## src/rtl/logic_axi4_lite_pkg.sv

```systemverilog
`default_nettype none
// ============================================================================
// logic_axi4_lite_pkg : shared response codes, write-FSM states, address decode
// Rev 1.0 - initial release
// ============================================================================
package logic_axi4_lite_pkg;

  typedef enum logic [1:0] {
    OKAY   = 2'd0,
    EXOKAY = 2'd1,
    SLVERR = 2'd2,
    DECERR = 2'd3
  } response_t;

  typedef enum logic [1:0] {
    IDLE    = 2'd0,
    HAVE_AW = 2'd1,
    HAVE_W  = 2'd2,
    RESP    = 2'd3
  } write_state_t;

  // Word index of a byte address; the sub-word byte offset is discarded.
  function automatic logic [31:0] index(input logic [31:0] addr, input int data_bytes);
    int shift;
    shift = 0;
    for (int s = 0; s < 31; s++) begin
      if ((1 << s) == data_bytes) shift = s;
    end
    return addr >> shift;
  endfunction

endpackage
`default_nettype wire

```

## src/rtl/logic_axi4_lite_register_slave_write.sv

```systemverilog
`default_nettype none
// ============================================================================
// logic_axi4_lite_register_slave_write : AW/W join FSM and B channel
// Rev 1.0 - initial release
// ============================================================================
module logic_axi4_lite_register_slave_write
  import logic_axi4_lite_pkg::*;
#(
  parameter int DATA_BYTES    = 4,
  parameter int ADDRESS_WIDTH = 8,
  parameter int REGISTERS     = 16,
  parameter int INDEX_WIDTH   = (REGISTERS > 1) ? $clog2(REGISTERS) : 1
) (
  input  logic                     aclk,
  input  logic                     areset,
  input  logic                     awvalid,
  output logic                     awready,
  input  logic [ADDRESS_WIDTH-1:0] awaddr,
  input  logic                     wvalid,
  output logic                     wready,
  input  logic [DATA_BYTES*8-1:0]  wdata,
  input  logic [DATA_BYTES-1:0]    wstrb,
  output logic                     bvalid,
  input  logic                     bready,
  output response_t                bresp,
  output logic                     commit,
  output logic                     commit_in_range,
  output logic [INDEX_WIDTH-1:0]   commit_index,
  output logic [DATA_BYTES*8-1:0]  commit_data,
  output logic [DATA_BYTES-1:0]    commit_strb
);

  write_state_t state, state_next;
  logic [ADDRESS_WIDTH-1:0] aw_addr_q;
  logic [DATA_BYTES*8-1:0]  w_data_q;
  logic [DATA_BYTES-1:0]    w_strb_q;
  logic                     aw_hs, w_hs;
  logic [ADDRESS_WIDTH-1:0] commit_addr;
  logic [31:0]              commit_index_full;

  assign aw_hs = awvalid & awready;
  assign w_hs  = wvalid & wready;

  // A beat that arrived earlier comes from its holding register, the other from the bus.
  assign commit_addr       = (state == HAVE_AW) ? aw_addr_q : awaddr;
  assign commit_data       = (state == HAVE_W) ? w_data_q : wdata;
  assign commit_strb       = (state == HAVE_W) ? w_strb_q : wstrb;
  assign commit_index_full = index(32'(commit_addr), DATA_BYTES);
  assign commit_in_range   = commit_index_full < 32'(REGISTERS);
  assign commit_index      = INDEX_WIDTH'(commit_index_full);

  always_comb begin
    state_next = state;
    commit     = 1'b0;
    case (state)
      IDLE: begin
        if (aw_hs && w_hs) begin
          commit     = 1'b1;
          state_next = RESP;
        end else if (aw_hs) begin
          state_next = HAVE_AW;
        end else if (w_hs) begin
          state_next = HAVE_W;
        end
      end
      HAVE_AW: if (w_hs) begin
        commit     = 1'b1;
        state_next = RESP;
      end
      HAVE_W: if (aw_hs) begin
        commit     = 1'b1;
        state_next = RESP;
      end
      RESP:    if (bready) state_next = IDLE;
      default: state_next = IDLE;
    endcase
  end

  always_ff @(posedge aclk) begin
    if (areset) begin
      state   <= IDLE;
      awready <= 1'b0;
      wready  <= 1'b0;
      bvalid  <= 1'b0;
      bresp   <= OKAY;
    end else begin
      state   <= state_next;
      awready <= (state_next == IDLE) || (state_next == HAVE_W);
      wready  <= (state_next == IDLE) || (state_next == HAVE_AW);
      bvalid  <= (state_next == RESP);
      if (commit) bresp <= commit_in_range ? OKAY : SLVERR;
    end
  end

  always_ff @(posedge aclk) begin
    if (aw_hs) aw_addr_q <= awaddr;
    if (w_hs) begin
      w_data_q <= wdata;
      w_strb_q <= wstrb;
    end
  end

endmodule
`default_nettype wire

```

## src/rtl/logic_axi4_lite_register_slave.sv

```systemverilog
`default_nettype none
// ============================================================================
// logic_axi4_lite_register_slave : AXI4-Lite slave exporting a register bank
// Rev 1.0 - initial release
// ============================================================================
module logic_axi4_lite_register_slave
  import logic_axi4_lite_pkg::*;
#(
  parameter int                      DATA_BYTES    = 4,
  parameter int                      ADDRESS_WIDTH = 8,
  parameter int                      REGISTERS     = 16,
  parameter logic [DATA_BYTES*8-1:0] RESET_VALUE   = '0
) (
  input  logic                                aclk,
  input  logic                                areset,
  input  logic                                awvalid,
  output logic                                awready,
  input  logic [ADDRESS_WIDTH-1:0]            awaddr,
  input  logic [2:0]                          awprot,
  input  logic                                wvalid,
  output logic                                wready,
  input  logic [DATA_BYTES*8-1:0]             wdata,
  input  logic [DATA_BYTES-1:0]               wstrb,
  output logic                                bvalid,
  input  logic                                bready,
  output response_t                           bresp,
  input  logic                                arvalid,
  output logic                                arready,
  input  logic [ADDRESS_WIDTH-1:0]            araddr,
  input  logic [2:0]                          arprot,
  output logic                                rvalid,
  input  logic                                rready,
  output logic [DATA_BYTES*8-1:0]             rdata,
  output response_t                           rresp,
  output logic [REGISTERS*DATA_BYTES*8-1:0]   registers,
  output logic [REGISTERS-1:0]                written
);

  localparam int DATA_WIDTH  = DATA_BYTES * 8;
  localparam int INDEX_WIDTH = (REGISTERS > 1) ? $clog2(REGISTERS) : 1;

  logic [REGISTERS-1:0][DATA_WIDTH-1:0] words;
  logic                   commit, commit_in_range;
  logic [INDEX_WIDTH-1:0] commit_index;
  logic [DATA_WIDTH-1:0]  commit_data;
  logic [DATA_BYTES-1:0]  commit_strb;
  logic                   unused_prot;

  assign unused_prot = ^{awprot, arprot};
  assign registers   = words;

  logic_axi4_lite_register_slave_write #(
    .DATA_BYTES    (DATA_BYTES),
    .ADDRESS_WIDTH (ADDRESS_WIDTH),
    .REGISTERS     (REGISTERS),
    .INDEX_WIDTH   (INDEX_WIDTH)
  ) u_write (
    .aclk            (aclk),
    .areset          (areset),
    .awvalid         (awvalid),
    .awready         (awready),
    .awaddr          (awaddr),
    .wvalid          (wvalid),
    .wready          (wready),
    .wdata           (wdata),
    .wstrb           (wstrb),
    .bvalid          (bvalid),
    .bready          (bready),
    .bresp           (bresp),
    .commit          (commit),
    .commit_in_range (commit_in_range),
    .commit_index    (commit_index),
    .commit_data     (commit_data),
    .commit_strb     (commit_strb)
  );

  always_ff @(posedge aclk) begin
    if (areset) begin
      words   <= {REGISTERS{RESET_VALUE}};
      written <= '0;
    end else begin
      written <= '0;
      if (commit && commit_in_range) begin
        written[commit_index] <= 1'b1;
        for (int b = 0; b < DATA_BYTES; b++) begin
          if (commit_strb[b]) words[commit_index][b*8 +: 8] <= commit_data[b*8 +: 8];
        end
      end
    end
  end

  logic [31:0]           rd_index_full;
  logic                  rd_in_range;
  logic [DATA_WIDTH-1:0] rd_word;
  response_t             rd_resp;
  logic                  ar_hs, r_free, rvalid_next, skid_next;
  logic                  skid_valid;
  logic [DATA_WIDTH-1:0] skid_data;
  response_t             skid_resp;

  // The read samples the bank before any same-edge write lands.
  assign rd_index_full = index(32'(araddr), DATA_BYTES);
  assign rd_in_range   = rd_index_full < 32'(REGISTERS);
  assign rd_word       = rd_in_range ? words[INDEX_WIDTH'(rd_index_full)] : '0;
  assign rd_resp       = rd_in_range ? OKAY : SLVERR;

  // arready is registered, so a request can land just as R stalls; the skid slot absorbs it.
  assign ar_hs       = arvalid & arready;
  assign r_free      = ~rvalid | rready;
  assign rvalid_next = r_free ? (skid_valid | ar_hs) : 1'b1;
  assign skid_next   = ~r_free & (skid_valid | ar_hs);

  always_ff @(posedge aclk) begin
    if (areset) begin
      rvalid     <= 1'b0;
      rdata      <= '0;
      rresp      <= OKAY;
      arready    <= 1'b0;
      skid_valid <= 1'b0;
    end else begin
      if (r_free) begin
        if (skid_valid) begin
          rdata <= skid_data;
          rresp <= skid_resp;
        end else if (ar_hs) begin
          rdata <= rd_word;
          rresp <= rd_resp;
        end
      end
      rvalid     <= rvalid_next;
      skid_valid <= skid_next;
      arready    <= ~skid_next & (~rvalid_next | rready);
    end
  end

  always_ff @(posedge aclk) begin
    if (ar_hs && !r_free) begin
      skid_data <= rd_word;
      skid_resp <= rd_resp;
    end
  end

endmodule
`default_nettype wire

```

## config.mk

```make
export PLATFORM = sky130hd
export DESIGN_NAME = logic_axi4_lite_register_slave
export DESIGN_NICKNAME = d
export VERILOG_FILES = /design/src/rtl/logic_axi4_lite_pkg.sv /design/src/rtl/logic_axi4_lite_register_slave_write.sv /design/src/rtl/logic_axi4_lite_register_slave.sv
export SDC_FILE = /design/constraint.sdc
export NUM_CORES = 1
export LEC_CHECK = 0
export CAP_MARGIN = 10
export CORE_MARGIN = 2
export CORE_UTILIZATION = 38
export DETAILED_ROUTE_END_ITERATION = 16
export PLACE_DENSITY = 0.69
export RECOVER_POWER = 50
export SLEW_MARGIN = 20
export SYNTH_ARGS = -nofsm -noshare
export SYNTH_HDL_FRONTEND = slang
export SYNTH_SLANG_ARGS = --single-unit
```

## constraint.sdc

```tcl
create_clock -name aclk -period 3.5 [get_ports aclk]
set_clock_uncertainty 0.1 [all_clocks]
set_input_delay 0.35 -clock aclk [delete_from_list [all_inputs] [get_ports aclk]]
set_output_delay 0.35 -clock aclk [all_outputs]
set_load 0.01 [all_outputs]
```

==> impl_metrics.json <==
{
  "synth_mux_area_frac": 0.265,
  "max_cap_viol_count": 3,
  "synth-xor-area-share": 0,
  "rsz0062_at_grt": "no",
  "drtIter0Drc": 2008,
  "p_leak_uw": 0.0167,
  "routed_wl_um": 114000,
  "insertion_delay_ns": 0.62,
  "met1Wirelength_um": 47800,
  "fin_crit_ns": 3.20,
  "firstDrtPassIters": 5,
  "ir_drop_v": 0.000274,
  "root_buffer": "clkbuf_16",
  "crit_arrival_ns": 3.56,
  "relSlewSlack": -0.926,
  "htree_num_levels": 3,
  "initial_core_util": 0.384,
  "cts_max_path_buffers": 3,
  "holdPathStages": 1,
  "ys_top_cells_by_area": "dfxtp_1, mux2i_1, mux4_2, nand2b_1, edfxtp_1",
  "post-cts-setup-buffers": 0,
  "r2r_cells": 5,
  "yosysWarnings": 0,
  "synth-compound-area-share": 0.0723,
  "synth_edf_count": 75,
  "finalHoldViolCount": 0,
  "yosys.area.top_type": "dfxtp_1",
  "grt_max_degree": 150,
  "drc": 0,
  "core_sq_mm": 0.0758,
  "status": "finished with violations",
  "ys_seq_area_frac": 0.470,
  "post-synth-top-count-cell": "dfxtp_1",
  "synthCells": 2656,
  "power_density_mw_per_mm2": 415,
  "dp_hpwl_um": 80200,
  "num-fill-cells": 6817,
  "cts_buffers": 73,
  "synthAdderAreaFrac": 0,
  "hold_ws_ns": 0.287,
  "synth_async_sr_flop_share": 0,
  "endpoint_kind": "register",
  "drtAntennaViolNets": 0,
  "dominantRegCellSynth": "dfxtp_1",
  "die_w_um": 281,
  "chipHeight_um": 281,
  "grt_pass1_wl_um": 162000,
  "synth.distinct_cells": 49,
  "synth_top_family_by_area": "multiplexers",
  "wl_per_cell_um": 26.8,
  "finalSetupTns_ns": 0,
  "violations": "max-capacitance violations, max-slew violations",
  "hold_class": "primary input to register",
  "startpoint_type": "register",
  "clk_pin_slew_worst_paths_ns": 0.06,
  "grt-ovfl-total": 0,
  "avgSynthCellArea_sq_um": 11.0,
  "cts_hold_buf": 0,
  "yosys.area.top_type_share": 0.392,
  "grt_pass1_vias": 22200,
  "fmax_mhz": 313,
  "nets": 3275,
  "rows": 101,
  "cp_data_required_time_ns": 3.86,
  "final_max_slew_viol_count": 204,
  "post_cts_resized": 0,
  "crit_fanout": 16,
  "track_usage": 0.279,
  "areaGrowthSynthToFinish_pct": 33.0,
  "worstMarginPinSlew_ns": 2.89,
  "portBuffers": 621,
  "setup_violations": 0,
  "syn_area_sq_mm": 0.0291,
  "cts.sinks": 645,
  "viasPerCell": 5.53,
  "crit_type": "register to register",
  "route.vias.total": 23500,
  "io_pins": 634,
  "design.die.area_sq_mm": 0.0788,
  "ys_seq_elements": 645,
  "cts_tree": "yes",
  "antenna_found_initial": 24,
  "globalplace.congestion": 0.875,
  "wl_met3_um": 9250,
  "period_share": 0.914,
  "synthSimpleGateAreaFrac": 0.163,
  "routed.top_layer": "met5",
  "final_layout_size_suffix_gt1_frac": 0.118,
  "synth_common_cells": "dfxtp_1, mux2i_1, nand2b_1",
  "met2_length_um": 52900
}
where the power goes:
part	switching (uW)	internal (uW)
logic	677	340
registers	23.5	7520
clock network	3200	4320
flip-flops by register name (all words and copies together) (netlist names), 2 cells and up:
name,cells
u_write.w_data_q,32
u_write.w_strb_q,4
skid_data,32
u_write.state,2
registers,512
written,16
rdata,32
u_write.aw_addr_q,6
cells by family (layout without fill, tap and decap cells):
group	after synthesis	in the layout
compound gates	358	358
buf+inv	221	828
flops	645	645
mux	605	605
other cells	1	14
simple gates	826	826
final timing paths:
path / endpoint / start / slack (ns)
worst max-delay path: registers[227] / u_write.state[0] / 0.30
worst min-delay path: u_write.w_data_q[12] / wdata[12] / 0.29
worst max register to register: registers[227] / u_write.state[0] / 0.30
worst min register to register: registers[138] / registers[138] / 0.38
critical path, cell delays in order, from the launching register on:
cell and delay, ns:
dfxtp_1 0.64, nor4bb_1 0.49, a31oi_4 0.08, nor2_1 0.86, nand2_1 0.63, mux2i_1 0.25
metrics by stage:
step	setup slack, ns	std cells	area [sq um]	utilization	total power [uW]
floorplan	0.806	2657	29100	-	8290
global placement	0.240	4113	36400	0.480	8720
detailed placement	0.185	4113	36400	0.480	8730
CTS	0.230	4242	38700	0.510	16200
global route	0.0665	4248	38700	0.510	16500
finish	0.303	4254	38700	0.510	16100
cell usage in the layout (no fill, tap or decap), types with 3 or more instances in the layout:
cell             netlist  routed
a211oi_1              32      32
a21o_1                34      34
a21oi_1               40      40
a31oi_1                7       4
and3_1                32      32
and4b_1                4       4
buf_12                 0       8
buf_4                  4      62
clkbuf_1             169      24
clkbuf_16              0      76
clkbuf_8               0       9
clkdlybuf4s50_1        0      88
clkinv_2               0       9
clkinvlp_4             0       3
dfxtp_1              570     569
diode_2                0      12
dlygate4sd3_1          0     528
edfxtp_1              75      75
inv_1                  5       5
inv_6                  0       3
mux2_2                32      32
mux2i_1              445     444
mux4_2               128     128
nand2_1              134     134
nand2b_1             411     409
nor2_1                63      62
nor2_2                15      15
nor2b_1              105     104
nor3_1                10      10
nor4bb_1               3       3
o21ai_0              196     196
o21ai_1               13      13
o221ai_1              31      31
or2_0                  6       5
or2_2                  6       7
or3_1                 16      16
metal layers:
metal | track usage | vias to the layer above
met4 | 0.0941 | 18
met3 | 0.0724 | 204
met2 | 0.441 | 977
li1 | - | 10500
met1 | 0.372 | 11800
met5 | 0 | -
final cells by class:
type | instances | area, sq um | share of cell area
clock inverter | 22 | 193 | 0.00498
timing repair buffer | 694 | 6850 | 0.177
inverter | 5 | 18.8 | 0.000485
tap | 978 | 1220 | 0.0316
clock buffer | 107 | 2100 | 0.0542
antenna | 12 | 30.0 | 0.000776
multi-input combinational | 1791 | 14600 | 0.378
sequential | 645 | 13700 | 0.353
No activity file was read; power rests on OpenSTA's default activity.
